## config.mk

```make
export PLATFORM = sky130hd
export DESIGN_NAME = entry_id_allocator
export DESIGN_NICKNAME = d
export VERILOG_FILES = /design/src/rtl/entry_id_allocator.sv
export SDC_FILE = /design/constraint.sdc
export NUM_CORES = 1
export LEC_CHECK = 0
export ABC_CLOCK_PERIOD_IN_PS = 3000
export CORE_MARGIN = 3
export CORE_UTILIZATION = 40
export DETAILED_ROUTE_END_ITERATION = 8
export PLACE_DENSITY = 0.83
export SLEW_MARGIN = 20
export SYNTH_ARGS = -nofsm -noshare
export SYNTH_HDL_FRONTEND = slang
export SYNTH_SLANG_ARGS = --single-unit
```

## constraint.sdc

```tcl
create_clock -name clk -period 3 [get_ports clk]
set_input_delay 0.9 -clock clk [delete_from_list [all_inputs] [get_ports clk]]
set_output_delay 0.9 -clock clk [all_outputs]
set_load 0.005 [all_outputs]
```

## src/rtl/entry_id_allocator.sv

```systemverilog
// -----------------------------------------------------------------------------
// entry_id_allocator
//   Hands out entry indices from a pool of ENTRY_NUM entries and takes them
//   back. The lowest free index is always offered combinationally. A grant is
//   made in the same cycle as the request whenever any entry is free.
//
// Ports
//   clk            : clock, all state updates on the rising edge
//   rst            : synchronous active-high reset
//   flush_i        : release every entry at the next edge (error flag is kept)
//   alloc_req_i    : allocation request
//   alloc_gnt_o    : request granted this cycle (combinational)
//   alloc_id_o     : lowest free index (combinational, valid when not full)
//   dealloc_vld_i  : release request
//   dealloc_id_i   : index being released
//   busy_vec_o     : registered busy bitmap, bit i set = entry i allocated
//   free_cnt_o     : registered count of free entries
//   full_o         : no entry free
//   empty_o        : every entry free
//   err_o          : sticky flag, set by releasing an idle or out-of-range id
// -----------------------------------------------------------------------------

// Lowest-index-first priority encoder. Returns 0 when no bit is set.
module prio_enc #(
  parameter int SEL_WIDTH = 8,
  parameter int IDX_W     = $clog2(SEL_WIDTH)
) (
  input  logic [SEL_WIDTH-1:0] sel,
  output logic [IDX_W-1:0]     idx
);

  always_comb begin
    // NOTE: default first so every path assigns idx and no latch is inferred.
    idx = '0;
    // Scan downward so the lowest set bit is the last one written and wins.
    for (int i = SEL_WIDTH - 1; i >= 0; i--) begin
      if (sel[i]) idx = IDX_W'(i);
    end
  end

endmodule

module entry_id_allocator #(
  parameter int ENTRY_NUM = 8
) (
  input  logic                         clk,
  input  logic                         rst,
  input  logic                         flush_i,
  input  logic                         alloc_req_i,
  output logic                         alloc_gnt_o,
  output logic [$clog2(ENTRY_NUM)-1:0] alloc_id_o,
  input  logic                         dealloc_vld_i,
  input  logic [$clog2(ENTRY_NUM)-1:0] dealloc_id_i,
  output logic [ENTRY_NUM-1:0]         busy_vec_o,
  output logic [$clog2(ENTRY_NUM+1)-1:0] free_cnt_o,
  output logic                         full_o,
  output logic                         empty_o,
  output logic                         err_o
);

  localparam int ID_W  = $clog2(ENTRY_NUM);
  localparam int CNT_W = $clog2(ENTRY_NUM + 1);
  localparam logic [CNT_W-1:0] CNT_MAX = CNT_W'(ENTRY_NUM);

  logic [ENTRY_NUM-1:0] busy_q;
  logic [CNT_W-1:0]     free_cnt_q;
  logic                 err_q;

  logic [ENTRY_NUM-1:0] free_vec;
  logic                 id_in_range;
  logic                 dealloc_ok;
  logic [ENTRY_NUM-1:0] busy_d;
  logic [CNT_W-1:0]     free_cnt_d;

  // ---------------------------------------------------------------------------
  // Grant path: only registered state feeds the encoder, so an entry released
  // this cycle is not offered until the next one.
  // ---------------------------------------------------------------------------
  assign free_vec = ~busy_q;

  prio_enc #(
    .SEL_WIDTH (ENTRY_NUM),
    .IDX_W     (ID_W)
  ) u_free_enc (
    .sel (free_vec),
    .idx (alloc_id_o)
  );

  assign full_o      = (free_cnt_q == '0);
  assign empty_o     = (free_cnt_q == CNT_MAX);
  assign alloc_gnt_o = alloc_req_i & ~full_o;

  // ---------------------------------------------------------------------------
  // Release qualification. With a power-of-two pool every encodable id is in
  // range; otherwise ids at or above ENTRY_NUM are rejected before the bitmap
  // is looked at.
  // ---------------------------------------------------------------------------
  if (ENTRY_NUM == (1 << ID_W)) begin : g_pow2
    assign id_in_range = 1'b1;
  end else begin : g_npow2
    assign id_in_range = (dealloc_id_i < ID_W'(ENTRY_NUM));
  end

  assign dealloc_ok = dealloc_vld_i & id_in_range & busy_q[dealloc_id_i];

  // A grant and a valid release can never target the same entry (the grant
  // picks a free one, the release a busy one), so both bit updates apply.
  always_comb begin
    busy_d     = busy_q;
    free_cnt_d = free_cnt_q;
    if (alloc_gnt_o) busy_d[alloc_id_o]   = 1'b1;
    if (dealloc_ok)  busy_d[dealloc_id_i] = 1'b0;
    case ({alloc_gnt_o, dealloc_ok})
      2'b10:   free_cnt_d = free_cnt_q - 1'b1;
      2'b01:   free_cnt_d = free_cnt_q + 1'b1;
      default: free_cnt_d = free_cnt_q;
    endcase
  end

  // Reset beats flush, flush beats grant/release. The error flag survives a
  // flush and only reset clears it.
  always_ff @(posedge clk) begin
    // NOTE: non-blocking assignments for all state so every register samples
    // the pre-edge values regardless of statement order.
    if (rst) begin
      busy_q     <= '0;
      free_cnt_q <= CNT_MAX;
      err_q      <= 1'b0;
    end else begin
      if (flush_i) begin
        busy_q     <= '0;
        free_cnt_q <= CNT_MAX;
      end else begin
        busy_q     <= busy_d;
        free_cnt_q <= free_cnt_d;
      end
      if (dealloc_vld_i && !dealloc_ok) err_q <= 1'b1;
    end
  end

  assign busy_vec_o = busy_q;
  assign free_cnt_o = free_cnt_q;
  assign err_o      = err_q;

  // The counter is a cached popcount of the free bitmap; they must never drift.
  cnt_matches_bitmap: assert property (@(posedge clk) disable iff (rst)
    free_cnt_q == CNT_W'($countones(~busy_q)));

endmodule

```

==> results of run 1 <==
worst min-delay path: cells and delay by family, from the launching register on:
family,cells,cell delay [ns]
simple gates,1,0.08
compound gates,1,0.08
flops,1,0.38
layout make-up:
class,count,area [um^2],area share
clock buffers,3,22.5,0.0180
clock inverters,1,5.00,0.00400
inverters,5,21.3,0.0170
multi-input cells,71,573,0.458
flip-flops and latches,13,260,0.208
well taps,25,31.3,0.0250
repair buffers,37,337,0.269
what timing repair did:
item | in CTS | in global routing
setup buffers | 0 | 1
cloned | 0 | 0
resized for setup | 7 | 6
pin swaps | 0 | 4
setup endpoints to repair | 3 | 1
worst paths after layout:
| check | endpoint | slack (ns) | depth (start not counted) |
|---|---|---|---|
| worst max-delay path | alloc_gnt_o | 0.05 | 3 |
| worst min-delay path | err_o | 0.56 | 2 |
| worst max register to register | free_cnt_o[3] | 0.46 | 10 |
| worst min register to register | err_o | 0.56 | 2 |
metal layers:
metal  part of all wire  global-route usage
met1               0.44               0.252
met2               0.47               0.288
met3              0.047              0.0401
met4              0.037               0.114
met5                  0                   0
layout by cell type, fill, tap and decap left out, drive strengths merged, types with 5 or more instances in the layout:
cell	count
clkdlybuf4s50	24
nor3	5
a21oi	8
nand2	6
buf	12
dfxtp	13
nor2	13
inv	5
registers in the layout, indices dropped and copies added, names as in the netlist:
signal      flops
err_o           1
busy_vec_o      8
free_cnt_o      4
through the flow:
stage | hold slack, ns | util | power [W] | setup TNS [ns] | instance area, um^2
global route | 0.577 | 0.673 | 0.000421 | 0 | 1250
global placement | 0.491 | 0.648 | 0.000280 | -1.30 | 1200
detailed placement | 0.506 | 0.648 | 0.000283 | -1.71 | 1200
floorplan | 0.460 | - | 0.000235 | 0 | 857
CTS | 0.531 | 0.661 | 0.000394 | 0 | 1230
finish | 0.564 | 0.673 | 0.000400 | 0 | 1250
power breakdown:
part	switching, W	total [W]	internal (W)
clock	0.0000670	0.000117	0.0000496
sequential	0.0000104	0.000188	0.000178
combinational	0.0000390	0.0000956	0.0000565
total	0.000116	0.000400	0.000284
kinds of logic after synthesis:
kind of cell,count (synthesis)
compound gates,22
simple gates,39
buf+inv,9
mux,4
fa+ha+maj,4
flops,13
xor+xnor,2
==> parameters.txt, run 1 <==
Parameter                              Value

Outcome
  Result of the run ... finished, final reports clean

STA
  Unrepaired setup endpoints after global routing ... no
  Final worst setup slack ... ~0.051 ns
  Maximum clock frequency ... around 340 MHz
  Max-slew violation count ... 0
  Min cycle time layout ... roughly 2.9 ns
  Transition at the pin with the smallest max-transition slack ... 0.346 ns
  Tcrit/Tclk final ... 0.983
  Slew margin rel. ... 0.769
  Final setup violation count ... 0
  Final-report hold violation count ... 0
  Clock skew ... 0.00158 ns

Critical path
  CP Class ... input pin to primary output
  CP cell instances ... clkdlybuf4s50_1 > nor2b_4 > clkdlybuf4s50_1
  Data required time of the worst path ... 2.10 ns
  Crit start category ... input pin
  CP Data Arrival Time ... around 2.1 ns
  Cell at the slowest stage of the critical path ... sky130_fd_sc_hd__clkdlybuf4s50_1
  Largest fanout of any net on the critical path ... 4
  Count of buffer and inverter cells on the critical path ... 2
  R2R Path Start ... busy_vec_o[0]
  Crit path from ... alloc_req_i
  Endpoint class of the critical path ... primary output
  Kind of cell adding the most delay to the critical path ... buffers and inverters
  Slowest Stage Delay on Critical Path ... a little over 0.5 ns
  Cell mode on critical path ... sky130_fd_sc_hd__clkdlybuf4s50_1

Floorplan
  Die boundary height ... approximately 52 um
  Die X ... 51.8 um
  Area of the die ... between 2000 and 3000 um^2
  Core outline area ... approximately 1900 um^2
  Standard-cell rows ... 15
  Initial Util ... 0.452
  Number of placed I/O pins ... 27

Route
  Number of vias after detailed routing ... about 870
  First-pass DRT Iterations ... 4
  Average detailed-routed wire length per instance ... about 15 um
  Remaining number of nets flagged by the antenna check after routing ... 0
  Detailed Route Iter0 Violations ... 24
  Avg Vias per Cell ... approximately 5.6
  Number of design rule violations left after detail routing ... 0
  Final routed wirelength across all metal layers ... roughly 2400 um

Logic synthesis
  Dominant combinational cell family by area after synthesis ... simple AND/OR/NAND/NOR gates
  Fraction of the mapped netlist area in adder cells ... 0.0686
  Average footprint of a synthesized cell ... 9.03 um^2
  Simple-gate portion of the synthesized area ... 0.283
  Most used flip-flop cell after synthesis ... sky130_fd_sc_hd__dfxtp_1
  Proportion of synthesized area in mux cells ... 0.0864
  Yosys warnings ... 0
  Synthesized flop and latch total ... 13
  Synth area leader ... sky130_fd_sc_hd__dfxtp_1
  Gate count after technology mapping ... 93
  Synth Area in XOR/XNOR ... 0.0209
  Top post-synthesis cells by count ... 13 x sky130_fd_sc_hd__dfxtp_1, 13 x sky130_fd_sc_hd__nor2_1, 8 x sky130_fd_sc_hd__a21oi_1, 6 x sky130_fd_sc_hd__nand2_1
  Share of Yosys cell area claimed by the top area cell type ... 0.310
  Number of enable-type register cells in the synthesized netlist ... 0
  Largest cells by area after synthesis ... sky130_fd_sc_hd__dfxtp_1 31%, sky130_fd_sc_hd__mux4_1 6.3%, sky130_fd_sc_hd__nor2_1 5.8%
  Yosys cell types ... 41
  Mapped Area ... between 800 and 900 um^2
  Share of flip-flops with an asynchronous set or reset after synthesis ... 0
  Complex-gate fraction of the synthesized area ... 0.188
  Syn_nets ... ~110
  Sequential fraction of the synthesis area ... 0.310

Clocking
  CTS sink cnt ... 13
  Clock root buffer master ... sky130_fd_sc_hd__clkbuf_4
  CTS Buffer Depth ... 2
  Clock edge transition at the registers on the reported setup and hold paths ... 0.09 ns
  TritonCTS clock tree ... built
  Worst-Skew Late Latency ... around 0.28 ns
  Clock buffer count from CTS ... 3
  Maximum level of the CTS H-tree ... 1
  CTS Hold Bufs ... 0

Final layout
  Area growth from synthesis to layout ... 48.9%
  Number of fill cells in the layout ... between 100 and 150
  Final Instance Count excl. Fillers ... roughly 160
  Share of cells above drive strength 1 ... 0.262
  Number of nets in the layout ... roughly 140
  Antenna Cells ... 0

Placed design
  Number of placed instances, taps included ... 150
  Post-placement worst setup slack ... -0.685 ns
  Half-perimeter wire length after placement ... 1720 um
  # port buffers ... 26
  Placer's final routability congestion estimate ... ~0.88

Power and ir drop
  Static leakage power ... 0.458 nW
  Worst VDD drop ... just under 0.0003 V
  Cell area power density ... between 300 and 400 nW/um^2

Global route
  Pin count of the biggest net entering global routing ... 13
  Wire length of the first global-routing pass ... approximately 3700 um
  Vias in the first global route ... between 700 and 800
  Global-route congestion overflow total ... 0
  Antenna violations before repair ... 0
  Global-route usage over all layers ... 0.192

Min path
  Startpoint of the lowest-slack hold path ... err_o
  Worst min-delay path category ... flop to flop

Run
  Max-cap viol count ... 0
Power figures use the tool's default switching activity.
==> run 2: changes to the inputs <==
- CORE_UTILIZATION: 40 -> 41
- SKIP_LAST_GASP: not set -> 1
- SYNTH_HIERARCHICAL: not set -> 1
==> run 2 against run 1 <==
Net effect: clock skew is 0.0016 ns higher; synthesized cell count rose by 14%; total power shrank 0.42%; setup slack gained 0.017 ns; highest routed layer unchanged; sequential share of layout area down 1.4 points; worst hold slack got worse by 0.061 ns; clock power is 9% lower; flip-flop and latch count did not move; clock-buffer cell count increased by 1; final area increased by 7.0%; critical path depth grew 9.
==> parameters.txt, run 2 <==
Parameter                              Value

Outcome
  Result of the run ... finished, final reports clean

Floorplan
  Area of the die ... 2790 um^2
  Initial Util ... 0.444
  Core outline area ... 2020 um^2
  Standard-cell rows ... 16
  Number of placed I/O pins ... 27
  Die boundary height ... 52.8 um
  Die X ... between 50 and 60 um

Logic synthesis
  Share of flip-flops with an asynchronous set or reset after synthesis ... 0
  Synthesized flop and latch total ... 13
  Gate count after technology mapping ... 106
  Yosys warnings ... 6
  Dominant combinational cell family by area after synthesis ... compound AO/OA/AOI/OAI gates
  Top post-synthesis cells by count ... 14 x sky130_fd_sc_hd__inv_1, 13 x sky130_fd_sc_hd__dfxtp_1, 12 x sky130_fd_sc_hd__nor2_1, 10 x sky130_fd_sc_hd__a21oi_1, 6 x sky130_fd_sc_hd__a211oi_1
  Largest cells by area after synthesis ... sky130_fd_sc_hd__dfxtp_1 29%, sky130_fd_sc_hd__inv_1 5.9%, sky130_fd_sc_hd__a21oi_1 5.6%
  Mapped Area ... about 900 um^2
  Proportion of synthesized area in mux cells ... 0.0600
  Number of enable-type register cells in the synthesized netlist ... 0
  Most used flip-flop cell after synthesis ... sky130_fd_sc_hd__dfxtp_1
  Average footprint of a synthesized cell ... around 8.5 um^2
  Synth area leader ... sky130_fd_sc_hd__dfxtp_1
  Simple-gate portion of the synthesized area ... 0.232
  Synth Area in XOR/XNOR ... 0.0195
  Count leader, synth ... sky130_fd_sc_hd__inv_1
  Syn_nets ... 118
  Fraction of the mapped netlist area in adder cells ... 0.0642
  Complex-gate fraction of the synthesized area ... 0.251
  Share of Yosys cell area claimed by the top area cell type ... 0.290
  Yosys cell types ... 39
  Sequential fraction of the synthesis area ... 0.290

Clocking
  Worst-Skew Late Latency ... 0.27 ns
  CTS Hold Bufs ... 0
  Clock root buffer master ... sky130_fd_sc_hd__clkbuf_4
  CTS Buffer Depth ... 2
  CTS sink cnt ... 13
  TritonCTS clock tree ... built
  Maximum level of the CTS H-tree ... 1
  Clock buffer count from CTS ... 3
  Clock edge transition at the registers on the reported setup and hold paths ... roughly 0.080 ns

Route
  Average detailed-routed wire length per instance ... between 10 and 15 um
  Remaining number of nets flagged by the antenna check after routing ... 0
  Number of design rule violations left after detail routing ... 0
  Final routed wirelength across all metal layers ... 2400 um
  Number of vias after detailed routing ... slightly above 900
  First-pass DRT Iterations ... 4
  Avg Vias per Cell ... 5.40
  Detailed Route Iter0 Violations ... 12

Final layout
  Number of flip-flops in the largest register ... 8
  Most frequent cells in the layout ... 23 x sky130_fd_sc_hd__clkdlybuf4s50_1, 13 x sky130_fd_sc_hd__inv_1, 13 x sky130_fd_sc_hd__dfxtp_1
  Area growth from synthesis to layout ... 49.1%
  Number of nets in the layout ... 158
  Antenna Cells ... 0
  Number of fill cells in the layout ... ~170
  Leading cell type in the layout, fill and taps excluded ... sky130_fd_sc_hd__clkdlybuf4s50_1
  Share of cells above drive strength 1 ... 0.269

STA
  Min cycle time layout ... approximately 3 ns
  Unrepaired setup endpoints after global routing ... yes
  Fin Setup TNS ... 0 ns
  Tcrit/Tclk final ... 0.977
  Final setup violation count ... 0
  Clock skew ... ~0.0032 ns
  Max-slew violation count ... 0
  Slew margin rel. ... 0.713
  Transition at the pin with the smallest max-transition slack ... between 0.4 and 0.5 ns
  Final-report hold violation count ... 0
  Maximum clock frequency ... 341 MHz
  Post-Route Hold Slack ... 0.503 ns

Power and ir drop
  Worst VDD drop ... 0.000222 V
  Cell-internal power ... around 0.00029 W
  Relative contribution of the clock network to total power ... 0.265
  Static leakage power ... slightly above 0.5 nW
  Psw ... 0.000109 W
  Sw frac ... 0.272
  Relative contribution of sequential cells to total power ... 0.472
  Combinational fraction of design power ... 0.263
  Cell area power density ... around 300 nW/um^2

Critical path
  Endpoint class of the critical path ... flop
  CP Class ... input pin to flop
  Crit start category ... input pin
  Largest fanout of any net on the critical path ... 4
  Data required time of the worst path ... 3.16 ns
  CP Data Arrival Time ... just over 3 ns

Placed design
  # port buffers ... 26
  Half-perimeter wire length after placement ... between 1500 and 2000 um
  Placer's final routability congestion estimate ... 0.880

Global route
  Wire length of the first global-routing pass ... around 4000 um
  Pin count of the biggest net entering global routing ... 13
  Vias in the first global route ... between 900 and 1,000
  Antenna violations before repair ... 0
  Global-route congestion overflow total ... 0
  Global-route usage over all layers ... 0.190

Run
  Max-cap viol count ... 0

Min path
  Worst min-delay path category ... flop to flop
-- run 2: changes by cell type after synthesis, sizes merged, moves of 2 or more --
cell    previous run  this run
nor2b              3         5
mux4               2         0
o22ai              0         2
inv                5        15
nand2              6         2
nor3               5         2
o21a               0         2
a21oi              8        10
a22o               0         2
a211oi             3         7
-- run 2: final timing paths --
| kind | slack, ns | from | to | cells after the start |
|---|---|---|---|---|
| max reg2reg | 0.58 | free_cnt_o[0] | free_cnt_o[3] | 10 |
| min | 0.50 | err_o | err_o | 2 |
| max | 0.07 | dealloc_id_i[1] | free_cnt_o[3] | 12 |
| min reg2reg | 0.50 | err_o | err_o | 2 |
-- run 2: power groups by stage --
stage	Sequential, W	Clock (W)	Combinational [W]
finish	0.000188	0.000106	0.000105
global route	0.000189	0.000115	0.000114
CTS	0.000188	0.000108	0.000102
detailed placement	0.000192	0	0.0000977
global placement	0.000192	0	0.0000947
floorplan	0.000191	0	0.0000500
-- run 2: final cells by class --
cell class | count | area (um^2) | area share
clock buffers | 4 | 26.3 | 0.0196
inverters | 15 | 56.3 | 0.0421
multi-input cells | 75 | 626 | 0.468
flip-flops and latches | 13 | 260 | 0.195
well taps | 27 | 33.8 | 0.0253
repair buffers | 38 | 335 | 0.251
-- run 2: per-stage QoR --
| step | utilization | power, W | instances | cell area (um^2) | setup slack, ns |
|---|---|---|---|---|---|
| after detailed placement | 0.632 | 0.000290 | 167 | 1280 | -0.599 |
| after global placement | 0.632 | 0.000286 | 167 | 1280 | -0.503 |
| after CTS | 0.655 | 0.000398 | 172 | 1320 | 0.0751 |
| after global routing | 0.662 | 0.000418 | 172 | 1340 | -0.00239 |
| after floorplan | - | 0.000241 | 106 | 922 | 0.00960 |
| final | 0.662 | 0.000399 | 172 | 1340 | 0.0679 |
-- run 2: logic make-up after synthesis --
family | Yosys count
AOI/OAI and AO/OA | 31
xor gates and xnor gates | 2
adders and majority gates | 4
buffers and inverters | 18
and+or+nand+nor | 34
muxes | 4
DFF | 13
-- run 2: timing repair --
item / CTS / global route
pin swaps: 3 / 4
endpoints found under the setup margin: 3 / 2
resized for setup: 14 / 5
buffers inserted: 1 / 0
endpoints found under the hold margin: 0 / 0
-- run 2: worst max-delay path, stage by stage --
cell                      delay [ns]
sky130_fd_sc_hd__buf_2          0.13
sky130_fd_sc_hd__nor2b_4        0.13
sky130_fd_sc_hd__a22o_1         0.24
sky130_fd_sc_hd__mux2_2         0.27
sky130_fd_sc_hd__o21a_1         0.17
sky130_fd_sc_hd__ha_2           0.18
sky130_fd_sc_hd__inv_2          0.09
sky130_fd_sc_hd__ha_4           0.23
sky130_fd_sc_hd__a21oi_4        0.14
sky130_fd_sc_hd__and3_4         0.20
sky130_fd_sc_hd__nor3_1         0.04
sky130_fd_sc_hd__or3b_1         0.36
-- run 2: per-layer routing --
metal / GRT usage / share of wire
met1: 0.205 / 0.41
met2: 0.366 / 0.54
met3: 0.0313 / 0.046
met4: 0.0596 / 0.0042
met5: 0 / 0
